File: config.mk
export PLATFORM = sky130hd
export DESIGN_NAME = pipelined_carry_bypass_adder
export DESIGN_NICKNAME = d
export VERILOG_FILES = /design/src/rtl/pipelined_carry_bypass_adder.sv
export SDC_FILE = /design/constraint.sdc
export NUM_CORES = 1
export LEC_CHECK = 0
export CAP_MARGIN = 10
export CORE_MARGIN = 5
export CORE_UTILIZATION = 45
export DETAILED_ROUTE_END_ITERATION = 10
export PLACE_DENSITY = 0.75
export SLEW_MARGIN = 10
export SYNTH_ARGS = -nofsm -noshare
export SYNTH_HDL_FRONTEND = slang
export SYNTH_SLANG_ARGS = --single-unit
File: constraint.sdc
create_clock -name clk -period 6.7 [get_ports clk]
set_input_delay 1.34 -clock clk [delete_from_list [all_inputs] [get_ports clk]]
set_output_delay 1.34 -clock clk [all_outputs]
set_load 0.05 [all_outputs]
File: src/rtl/pipelined_carry_bypass_adder.sv
// rtl/pipelined_carry_bypass_adder.sv - pipelined carry-bypass adder/subtractor with valid/ready handshake
//
// Purpose:
//   Adds or subtracts two WIDTH-bit operands using BLK-bit ripple blocks.
//   Each block has a propagate-all bypass mux on its carry-out. The blocks
//   are spread over PIPE register stages, which moves the pipeline in
//   lockstep. Latency is PIPE cycles and throughput is one result per cycle.
//
// Parameters:
//   WIDTH - operand/sum width (multiple of BLK)
//   BLK   - bits per ripple block
//   PIPE  - register stages / latency (1..WIDTH/BLK, divides WIDTH/BLK)
//
// Ports:
//   clk        rising-edge clock
//   rst_n      asynchronous active-low reset
//   in_valid   operand transaction present
//   in_ready   adder accepts a transaction this cycle
//   a, b       operands
//   cin        carry-in (add) or borrow-in (sub)
//   sub        0: a+b+cin, 1: a-b-cin
//   out_valid  result present
//   out_ready  consumer accepts the result
//   sum        result
//   cout       carry-out; on subtract, 1 means no borrow
//   overflow   signed two's-complement overflow
//   sat        (CBA_SATURATE_EN only) clamp sum on overflow
//
// Optional feature macro: CBA_SATURATE_EN
module pipelined_carry_bypass_adder #(
    parameter int WIDTH = 32,
    parameter int BLK   = 4,
    parameter int PIPE  = 2
) (
    input  logic             clk,
    input  logic             rst_n,
    input  logic             in_valid,
    output logic             in_ready,
    input  logic [WIDTH-1:0] a,
    input  logic [WIDTH-1:0] b,
    input  logic             cin,
    input  logic             sub,
    output logic             out_valid,
    input  logic             out_ready,
`ifdef CBA_SATURATE_EN
    input  logic             sat,
`endif
    output logic [WIDTH-1:0] sum,
    output logic             cout,
    output logic             overflow
);

    // Blocks handled per stage, and the index of the output stage.
    localparam int NB   = WIDTH / (BLK * PIPE);
    localparam int LAST = PIPE - 1;

    // Subtraction is a + ~b + ~borrow.
    logic [WIDTH-1:0] b_eff;
    logic             c0;

    assign b_eff = sub ? ~b : b;
    assign c0    = sub ? ~cin : cin;

    logic stall;

    // Per-stage registers. a_q/b_q keep the full operand so the top bits
    // double as the registered sign bits at the final stage.
    logic [PIPE-1:0]  valid_q;
    logic [PIPE-1:0]  valid_d;
    logic [PIPE-1:0]  c_q;
    logic [PIPE-1:0]  c_d;
    logic [WIDTH-1:0] a_q   [PIPE];
    logic [WIDTH-1:0] b_q   [PIPE];
    logic [WIDTH-1:0] sum_q [PIPE];
    logic [WIDTH-1:0] sum_d [PIPE];

    // Stage inputs: stage 0 sees the conditioned operands, later stages
    // see the registers of the stage before.
    logic [PIPE-1:0]  st_c;
    logic [WIDTH-1:0] st_a   [PIPE];
    logic [WIDTH-1:0] st_b   [PIPE];
    logic [WIDTH-1:0] st_sum [PIPE];

`ifdef CBA_SATURATE_EN
    logic [PIPE-1:0] sat_q;
    logic [PIPE-1:0] sat_d;
`endif

    for (genvar k = 0; k < PIPE; k++) begin : g_stage
        if (k == 0) begin : g_first
            assign st_a[k]    = a;
            assign st_b[k]    = b_eff;
            assign st_sum[k]  = '0;
            assign st_c[k]    = c0;
            assign valid_d[k] = in_valid;
`ifdef CBA_SATURATE_EN
            assign sat_d[k]   = sat;
`endif
        end else begin : g_next
            assign st_a[k]    = a_q[k-1];
            assign st_b[k]    = b_q[k-1];
            assign st_sum[k]  = sum_q[k-1];
            assign st_c[k]    = c_q[k-1];
            assign valid_d[k] = valid_q[k-1];
`ifdef CBA_SATURATE_EN
            assign sat_d[k]   = sat_q[k-1];
`endif
        end

        // Lowest bit index processed by this stage.
        localparam int LO = k * NB * BLK;

        logic [WIDTH-1:0] sum_c;
        logic             carry_c;
        logic             rc;
        logic             allp;
        logic             p;
        int               idx;

        always_comb begin
            sum_c   = st_sum[k];
            carry_c = st_c[k];
            rc      = 1'b0;
            allp    = 1'b0;
            p       = 1'b0;
            idx     = 0;
            for (int j = 0; j < NB; j++) begin
                rc   = carry_c;
                allp = 1'b1;
                for (int i = 0; i < BLK; i++) begin
                    idx        = LO + j * BLK + i;
                    p          = st_a[k][idx] ^ st_b[k][idx];
                    sum_c[idx] = p ^ rc;
                    rc         = (st_a[k][idx] & st_b[k][idx]) | (p & rc);
                    allp       = allp & p;
                end
                // When every bit propagates, the block carry-in skips the
                // ripple chain entirely.
                carry_c = allp ? carry_c : rc;
            end
        end

        assign sum_d[k] = sum_c;
        assign c_d[k]   = carry_c;
    end

    // Lockstep shift: the whole pipeline moves or the whole pipeline holds.
    always_ff @(posedge clk or negedge rst_n) begin
        if (!rst_n) begin
            valid_q <= '0;
            c_q     <= '0;
            a_q     <= '{default: '0};
            b_q     <= '{default: '0};
            sum_q   <= '{default: '0};
`ifdef CBA_SATURATE_EN
            sat_q   <= '0;
`endif
        end else if (!stall) begin
            valid_q <= valid_d;
            c_q     <= c_d;
            a_q     <= st_a;
            b_q     <= st_b;
            sum_q   <= sum_d;
`ifdef CBA_SATURATE_EN
            sat_q   <= sat_d;
`endif
        end
    end

    logic [WIDTH-1:0] sum_raw;
    logic             a_msb;
    logic             b_msb;

    assign sum_raw   = sum_q[LAST];
    assign a_msb     = a_q[LAST][WIDTH-1];
    assign b_msb     = b_q[LAST][WIDTH-1];
    assign overflow  = (a_msb == b_msb) && (sum_raw[WIDTH-1] != a_msb);
    assign cout      = c_q[LAST];
    assign out_valid = valid_q[LAST];
    assign stall     = out_valid && !out_ready;
    assign in_ready  = !stall;

`ifdef CBA_SATURATE_EN
    // Same-sign operands overflow toward their own sign: clamp to the
    // largest magnitude of that sign.
    assign sum = (sat_q[LAST] && overflow)
               ? (a_msb ? {1'b1, {(WIDTH-1){1'b0}}} : {1'b0, {(WIDTH-1){1'b1}}})
               : sum_raw;
`else
    assign sum = sum_raw;
`endif

endmodule

==> summary.md, run 1 <==
| Metric | Value |
|---|---|
| Status | `finished, violations left` |
| Violated checks | `negative setup slack` |
| Final WL | `9330 µm` |
| Netlist cell types | `26` |
| Startpoint Class | `input port` |
| Antenna Cells | `0` |
| Achievable Freq | `approximately 120 MHz` |
| Placeable Area | `10400 µm²` |
| Synth Register Bits | `86` |
| Clock Power Share | `0.201` |
| Setup crit end kind | `flip-flop` |
| Tcrit/Tclk final | `1.20` |
| Worst EP arrival | `8250 ps` |
| Max-cap viol count | `0` |
| Top post-synthesis cells by area | `dfrtp_1 45%, fa_1 13%, mux2_2 11%` |
| Switching share of power | `0.386` |
| Global-route usage over all layers | `0.156` |
| DIE AREA | `12800 µm²` |
| Slew at the pin closest to its max-slew limit | `769 ps` |
| Rel. slew slack | `0.487` |
| Final Worst Setup Slack | `-1310 ps` |
| H-Tree Depth | `3` |
| Setup Viol. Count Final | `7` |
| Placement row count | `37` |
| Most frequent cell after synthesis | `dfrtp_1` |
| Ports | `106` |
| Clk sinks | `86` |
| Ys flop type | `dfrtp_1` |
| Clock-pin slew on the worst setup and hold paths | `80 ps` |
| Final Max Slew Viols | `0` |
| Worst Clk Skew | `7.24 ps` |
| Die Span Y | `113 µm` |
| Initial Util | `0.463` |
| Post-DP HPWL | `7020 µm` |
| Die X-Extent | `113 µm` |
| Maximum vdd drop | `0.198 mV` |
| Layout cell share with drive strength beyond 1 | `0.290` |
| Syn_nets | `526` |
| Iter 0 DRT Violations | `141` |
| Share of the synthesized area in the top cell type | `0.449` |
| Fin area | `6550 µm²` |
| Cells after Synth | `392` |
| Clock Path Buffers | `2` |
| PwrDens | `343 nW/µm²` |
| TritonCTS clock tree | `built` |
| Crit path kind | `in -> reg` |
| P_int | `1380 µW` |
| Via count | `3106` |
| Total gr overflow | `0` |
| Routed Antenna Nets | `0` |
| Fin util | `0.631` |
| Synth async-reset ratio | `1.00` |
| Register area share after synthesis | `0.449` |
| Root buffer cell | `clkbuf_8` |
| Mean routed wirelength per cell | `14.2 µm` |
| Mean Syn Cell Area | `12.2 µm²` |
| Net Sw Power | `865 µW` |
| Vias in the first global route | `~3500` |
| Global-route wire length before repair | `16200 µm` |
| Initial antenna violation count | `1` |
| Min-Delay Path Class | `reg -> reg` |
| Sequential power share | `0.345` |
| YS warnings | `0` |
| P&R area growth vs syn | `36.4%` |
| Final Critical Period | `8010 ps` |
| Final Hold Fails | `0` |
| Layout Cells excl Fill | `657` |
| Pin count of the biggest net entering global routing | `87` |
| Dpl cell area | `6170 µm²` |
| Nets | `651` |
| RSZ-0062 raised after global routing | `true` |
| Clock latency on the worst-skew pair | `340 ps` |
| Pre-antenna DRT Iters | `4` |
| Mapped Area | `4800 µm²` |
| Most frequent cells after synthesis | `86 x dfrtp_1, 49 x mux2_2, 40 x inv_1` |
| Placer Congestion | `0.780` |
| Leak | `0.00285 µW` |
| Input/output buffers | `105` |
| Required @ worst endpoint | `6940 ps` |
| Vias per cell | `4.73` |
| Remaining DRCs | `0` |
| Comb power frac | `0.454` |
| Placed insts | `638` |
| Count of flip-flops with a built-in enable after synthesis | `0` |
| Critical-path maximum fanout | `3` |
| Hold Buf Count CTS | `0` |
| Setup TNS | `-4040 ps` |
| Total CTS buffers | `9` |
| Yosys top cell by area | `dfrtp_1` |
## logic make-up after synthesis
group / synth area share
and+or+nand+nor: 0.0488
AOI/OAI and AO/OA: 0.0516
xor gates and xnor gates: 0.0618
adders and majority gates: 0.217
muxes: 0.123
buffers and inverters: 0.0495
DFF: 0.448
## power by group through the flow
stage	clock (µW)	sequential, µW	combinational, µW
6_report	452	773	1020
2_1_floorplan	0	1090	331
3_3_place_gp	0	773	989
5_1_grt	483	798	1100
4_1_cts	466	775	1030
3_5_place_dp	0	784	1010
## per-layer routing
metal / global-route usage / share of wire / up-vias
li1: - / - / 1503
met1: 0.195 / 0.43 / 1510
met2: 0.253 / 0.47 / 82
met3: 0.0642 / 0.092 / 9
met4: 0.0409 / 0.0090 / 2
met5: 0 / 0.0014 / -
## placed cells by master, fill, tap and decap left out, types with 2 or more instances in the layout
| cell | netlist | layout |
|---|---|---|
| a21oi_1 | 34 | 32 |
| a21oi_2 | 0 | 2 |
| buf_4 | 1 | 27 |
| buf_6 | 0 | 2 |
| bufinv_16 | 0 | 3 |
| clkbuf_8 | 0 | 12 |
| clkdlybuf4s50_1 | 0 | 99 |
| dfrtp_1 | 86 | 86 |
| fa_2 | 0 | 31 |
| ha_1 | 32 | 32 |
| inv_1 | 40 | 30 |
| inv_2 | 0 | 10 |
| mux2_2 | 49 | 48 |
| mux2_4 | 1 | 2 |
| nand2_1 | 11 | 7 |
| nand2_2 | 0 | 4 |
| nand4_1 | 8 | 8 |
| nor2_1 | 33 | 33 |
| o21ai_0 | 6 | 5 |
| xnor2_1 | 14 | 14 |
| xor2_1 | 18 | 17 |
## path summary, 6_finish.rpt
kind,start,to,slack (ps),cells after the start
worst max-delay path,sub,g_stage[1].sum_c[15],-1310,27
worst min-delay path,valid_q[0],valid_q[1],470,1
worst max register to register,a_q[48],c_q[1],-120,26
worst min register to register,valid_q[0],valid_q[1],470,1
max in group asynchronous,rst_n,g_stage[1].sum_c[11],5120,1
min in group asynchronous,rst_n,a_q[57],1030,1
## worst max-delay path, stage by stage
cell and delay [ps]:
buf_8 110, buf_6 120, xnor2_4 120, fa_2 350
fa_2 360, fa_2 350, fa_2 360, mux2i_4 160
inv_2 60, fa_2 360, fa_2 350, fa_2 340
fa_2 340, nand2_2 70, o21ai_2 70, fa_2 360
fa_2 340, fa_2 350, fa_2 340, nand2_2 80
o221ai_4 110, fa_2 380, fa_2 350, fa_2 340
inv_2 70, fa_2 400, mux2_4 260
## layout make-up
class | count | area [µm²]
Inverter | 40 | 150
Tap cell | 136 | 170
Sequential cell | 86 | 2150
Fill cell | 825 | 3820
Clock inverter | 3 | 90.1
Clock buffer | 12 | 165
Multi-Input combinational cell | 248 | 2560
Timing Repair Buffer | 132 | 1260
## sequential cells by signal, indices dropped and copies added (netlist names)
signal and cells:
a_msb 1, a_q 16, b_msb 1, b_q 16, c_q 2, g_stage.sum_c 16
sum 32, valid_q 2
## what timing repair did
action / CTS / global route
cloned: 0 / 0
pin swaps: 21 / 18
endpoints found under the setup margin: 9 / 8
resized for setup: 31 / 8
buffers inserted: 3 / 1
## through the flow
stage                     total power (µW)  setup slack, ps  hold slack [ps]
after global routing                  2380            -1470              523
final                                 2240            -1310              471
after global placement                1760            -2010              437
after detailed placement              1790            -2140              457
after CTS                             2270            -1550              478
after floorplan                       1420            -1700              430
No activity file was read; power rests on OpenSTA's default activity.
==> run 2, diff against run 1 <==
- HOLD_SLACK_MARGIN: default -> 0.08
- RECOVER_POWER: default -> 100
==> run 2 against run 1 <==
  * The run ends with max-capacitance violations, max-slew violations, negative setup slack left
  * First-iteration DRC count shrank 12%
  * Via count is essentially flat
  * Setup slack gained 0.56 ps
  * Clock skew is essentially flat
  * Critical endpoint unchanged
  * Largest power group unchanged
==> summary.md, run 2 (synthesis gave the netlist of run 1 again) <==
| Metric | Value |
|---|---|
| DIE AREA | `12800 µm² (unchanged)` |
| Max FFs per register | `32 (unchanged)` |
| Nets | `651 (unchanged)` |
| Mean routed wirelength per cell | `14.2 µm (about the same)` |
| Final WL | `9320 µm (was 9330 µm)` |
| Final Worst Setup Slack | `-1310 ps (about the same)` |
| Place WS | `-2140 ps (unchanged)` |
| Setup TNS | `-4230 ps (was -4040 ps)` |
| Global-route usage over all layers | `0.156 (unchanged)` |
| Fin util | `0.630 (was 0.631)` |
| Placed insts | `638 (unchanged)` |
| Achievable Freq | `125 MHz (about the same)` |
| Iter 0 DRT Violations | `124 (was 141)` |
| Hold Buf Count CTS | `0 (unchanged)` |
| Remaining DRCs | `0 (unchanged)` |
| Pin count of the biggest net entering global routing | `87 (unchanged)` |
| Startpoint Class | `input port (unchanged)` |
| Setup Viol. Count Final | `7 (unchanged)` |
| Min-delay src | `valid_q[0] (unchanged)` |
| Ports | `106 (unchanged)` |
| Global-route wire length before repair | `16200 µm (unchanged)` |
| Clock latency on the worst-skew pair | `340 ps (about the same)` |
| Clk sinks | `86 (unchanged)` |
| Rel. slew slack | `-1.99 (was 0.487)` |
| Final Max Slew Viols | `87 (was 0)` |
| Fillcell total | `827 (was 825)` |
| Initial antenna violation count | `1 (unchanged)` |
| Slowest stage delay, CP | `400 ps (about the same)` |
| Placer Congestion | `0.780 (unchanged)` |
| RR Startpoint | `a_q[48] (unchanged)` |
| Tcrit/Tclk final | `1.20 (about the same)` |
| CP max-delay cell | `fa_2 (unchanged)` |
| CP dominant cell by count | `fa_2 (unchanged)` |
| Maximum vdd drop | `0.190 mV (was 0.198 mV)` |
| Placement row count | `37 (unchanged)` |
| Slew at the pin closest to its max-slew limit | `4480 ps (was 769 ps)` |
| Fin area | `6530 µm² (was 6550 µm²)` |
| Layout cell share with drive strength beyond 1 | `0.284 (was 0.290)` |
| Worst R2R End | `c_q[1] (unchanged)` |
| Crit path max-delay family | `adder cells (unchanged)` |
| Clock Path Buffers | `2 (unchanged)` |
| Routed Antenna Nets | `0 (unchanged)` |
| P&R area growth vs syn | `36.1% (was 36.4%)` |
| Final Critical Period | `8010 ps (about the same)` |
| R2R cell count | `26 (unchanged)` |
| PwrDens | `337 nW/µm² (was 343 nW/µm²)` |
| Leak | `0.00285 µW (about the same)` |
| Crit path kind | `in -> reg (unchanged)` |
| Initial Util | `0.463 (unchanged)` |
| Critical path buffers and inverters | `4 (unchanged)` |
| Reg2reg setup slack | `-210 ps (was -120 ps)` |
| Final Hold Fails | `0 (unchanged)` |
| Min-Delay Path Class | `reg -> reg (unchanged)` |
| Total gr overflow | `0 (unchanged)` |
| Input/output buffers | `105 (unchanged)` |
| Layout Cells excl Fill | `657 (unchanged)` |
| Placeable Area | `10400 µm² (unchanged)` |
| WHS Path Cells | `1 (unchanged)` |
| Vias per cell | `4.72 (was 4.73)` |
| Die Span Y | `113 µm (unchanged)` |
| Antenna Cells | `0 (unchanged)` |
| Status | `finished, violations left (unchanged)` |
| Root buffer cell | `clkbuf_8 (unchanged)` |
| Worst Clk Skew | `7.61 ps (was 7.24 ps)` |
| Vias in the first global route | `3451 (unchanged)` |
| RSZ-0062 raised after global routing | `true (unchanged)` |
| Total CTS buffers | `9 (unchanged)` |
| Via count | `3104 (was 3106)` |
| Clock-pin slew on the worst setup and hold paths | `80 ps (about the same)` |
| Critical-path maximum fanout | `3 (unchanged)` |
| Dpl cell area | `6170 µm² (unchanged)` |
| Violated checks | `max-capacitance violations, max-slew violations, negative setup slack (was negative setup slack)` |
| Pre-antenna DRT Iters | `4 (unchanged)` |
| Worst EP arrival | `8250 ps (about the same)` |
| Die X-Extent | `113 µm (unchanged)` |
| Most common cell after layout, fill and taps aside | `dfrtp_1 (was clkdlybuf4s50_1)` |
| Hold Path Sink | `valid_q[1] (unchanged)` |
| Post-DP HPWL | `7020 µm (unchanged)` |
| Max-cap viol count | `1 (was 0)` |
| Required @ worst endpoint | `6940 ps (about the same)` |
| Setup crit end kind | `flip-flop (unchanged)` |
| TritonCTS clock tree | `built (unchanged)` |
| H-Tree Depth | `3 (unchanged)` |
| Most frequent cells in the layout | `86 x dfrtp_1, 63 x clkdlybuf4s50_1, 48 x mux2_2, 36 x dlygate4sd3_1, 33 x nor2_1 (was 99 x clkdlybuf4s50_1, 86 x dfrtp_1, 48 x mux2_2, 33 x nor2_1)` |
==> run 2: how the worst max path moves through the flow <==
stage | start | end | slack [ps] | cells after the start
floorplan | sub | g_stage[1].sum_c[15] | -1700 | 28
global placement | b[0] | g_stage[1].sum_c[15] | -2010 | 27
detailed placement | b[0] | g_stage[1].sum_c[15] | -2140 | 27
CTS | sub | g_stage[1].sum_c[15] | -1550 | 27
global route | sub | g_stage[1].sum_c[15] | -1470 | 27
finish | sub | g_stage[1].sum_c[15] | -1310 | 27
==> run 2: per-layer routing <==
metal	GRT usage	up-vias	wire length (µm)
met1	0.195	1505	3970
li1	-	1506	-
met2	0.253	82	4380
met3	0.0642	9	866
met5	0	-	13
met4	0.0409	2	83
==> run 2: where the power goes <==
group          internal [µW]  leakage, µW  total (µW)  switching, µW
Combinational            394      0.00173         984            590
Clock                    276     0.000129         452            176
Sequential               673     0.000986         768           95.2
==> run 2: timing repair <==
action / in CTS / in global routing
endpoints found under the setup margin: 9 / 8
gates resized for setup: 31 / 8
setup buffers: 3 / 1
pin swaps: 21 / 18
==> run 2: cell type report <==
cell class                      instances  area, µm²  share of cell area
Timing Repair Buffer                  132       1250               0.191
Clock buffer                           12        165              0.0253
Tap cell                              136        170              0.0260
Inverter                               40        150              0.0230
Multi-Input combinational cell        248       2550               0.391
Clock inverter                          3       90.1              0.0138
Sequential cell                        86       2150               0.329
==> run 2: through the flow <==
stage / power (µW) / hold slack (ps)
final: 2200 / 471
after global routing: 2340 / 523
after CTS: 2270 / 478
after detailed placement: 1790 / 457
after global placement: 1760 / 437
after floorplan: 1420 / 430
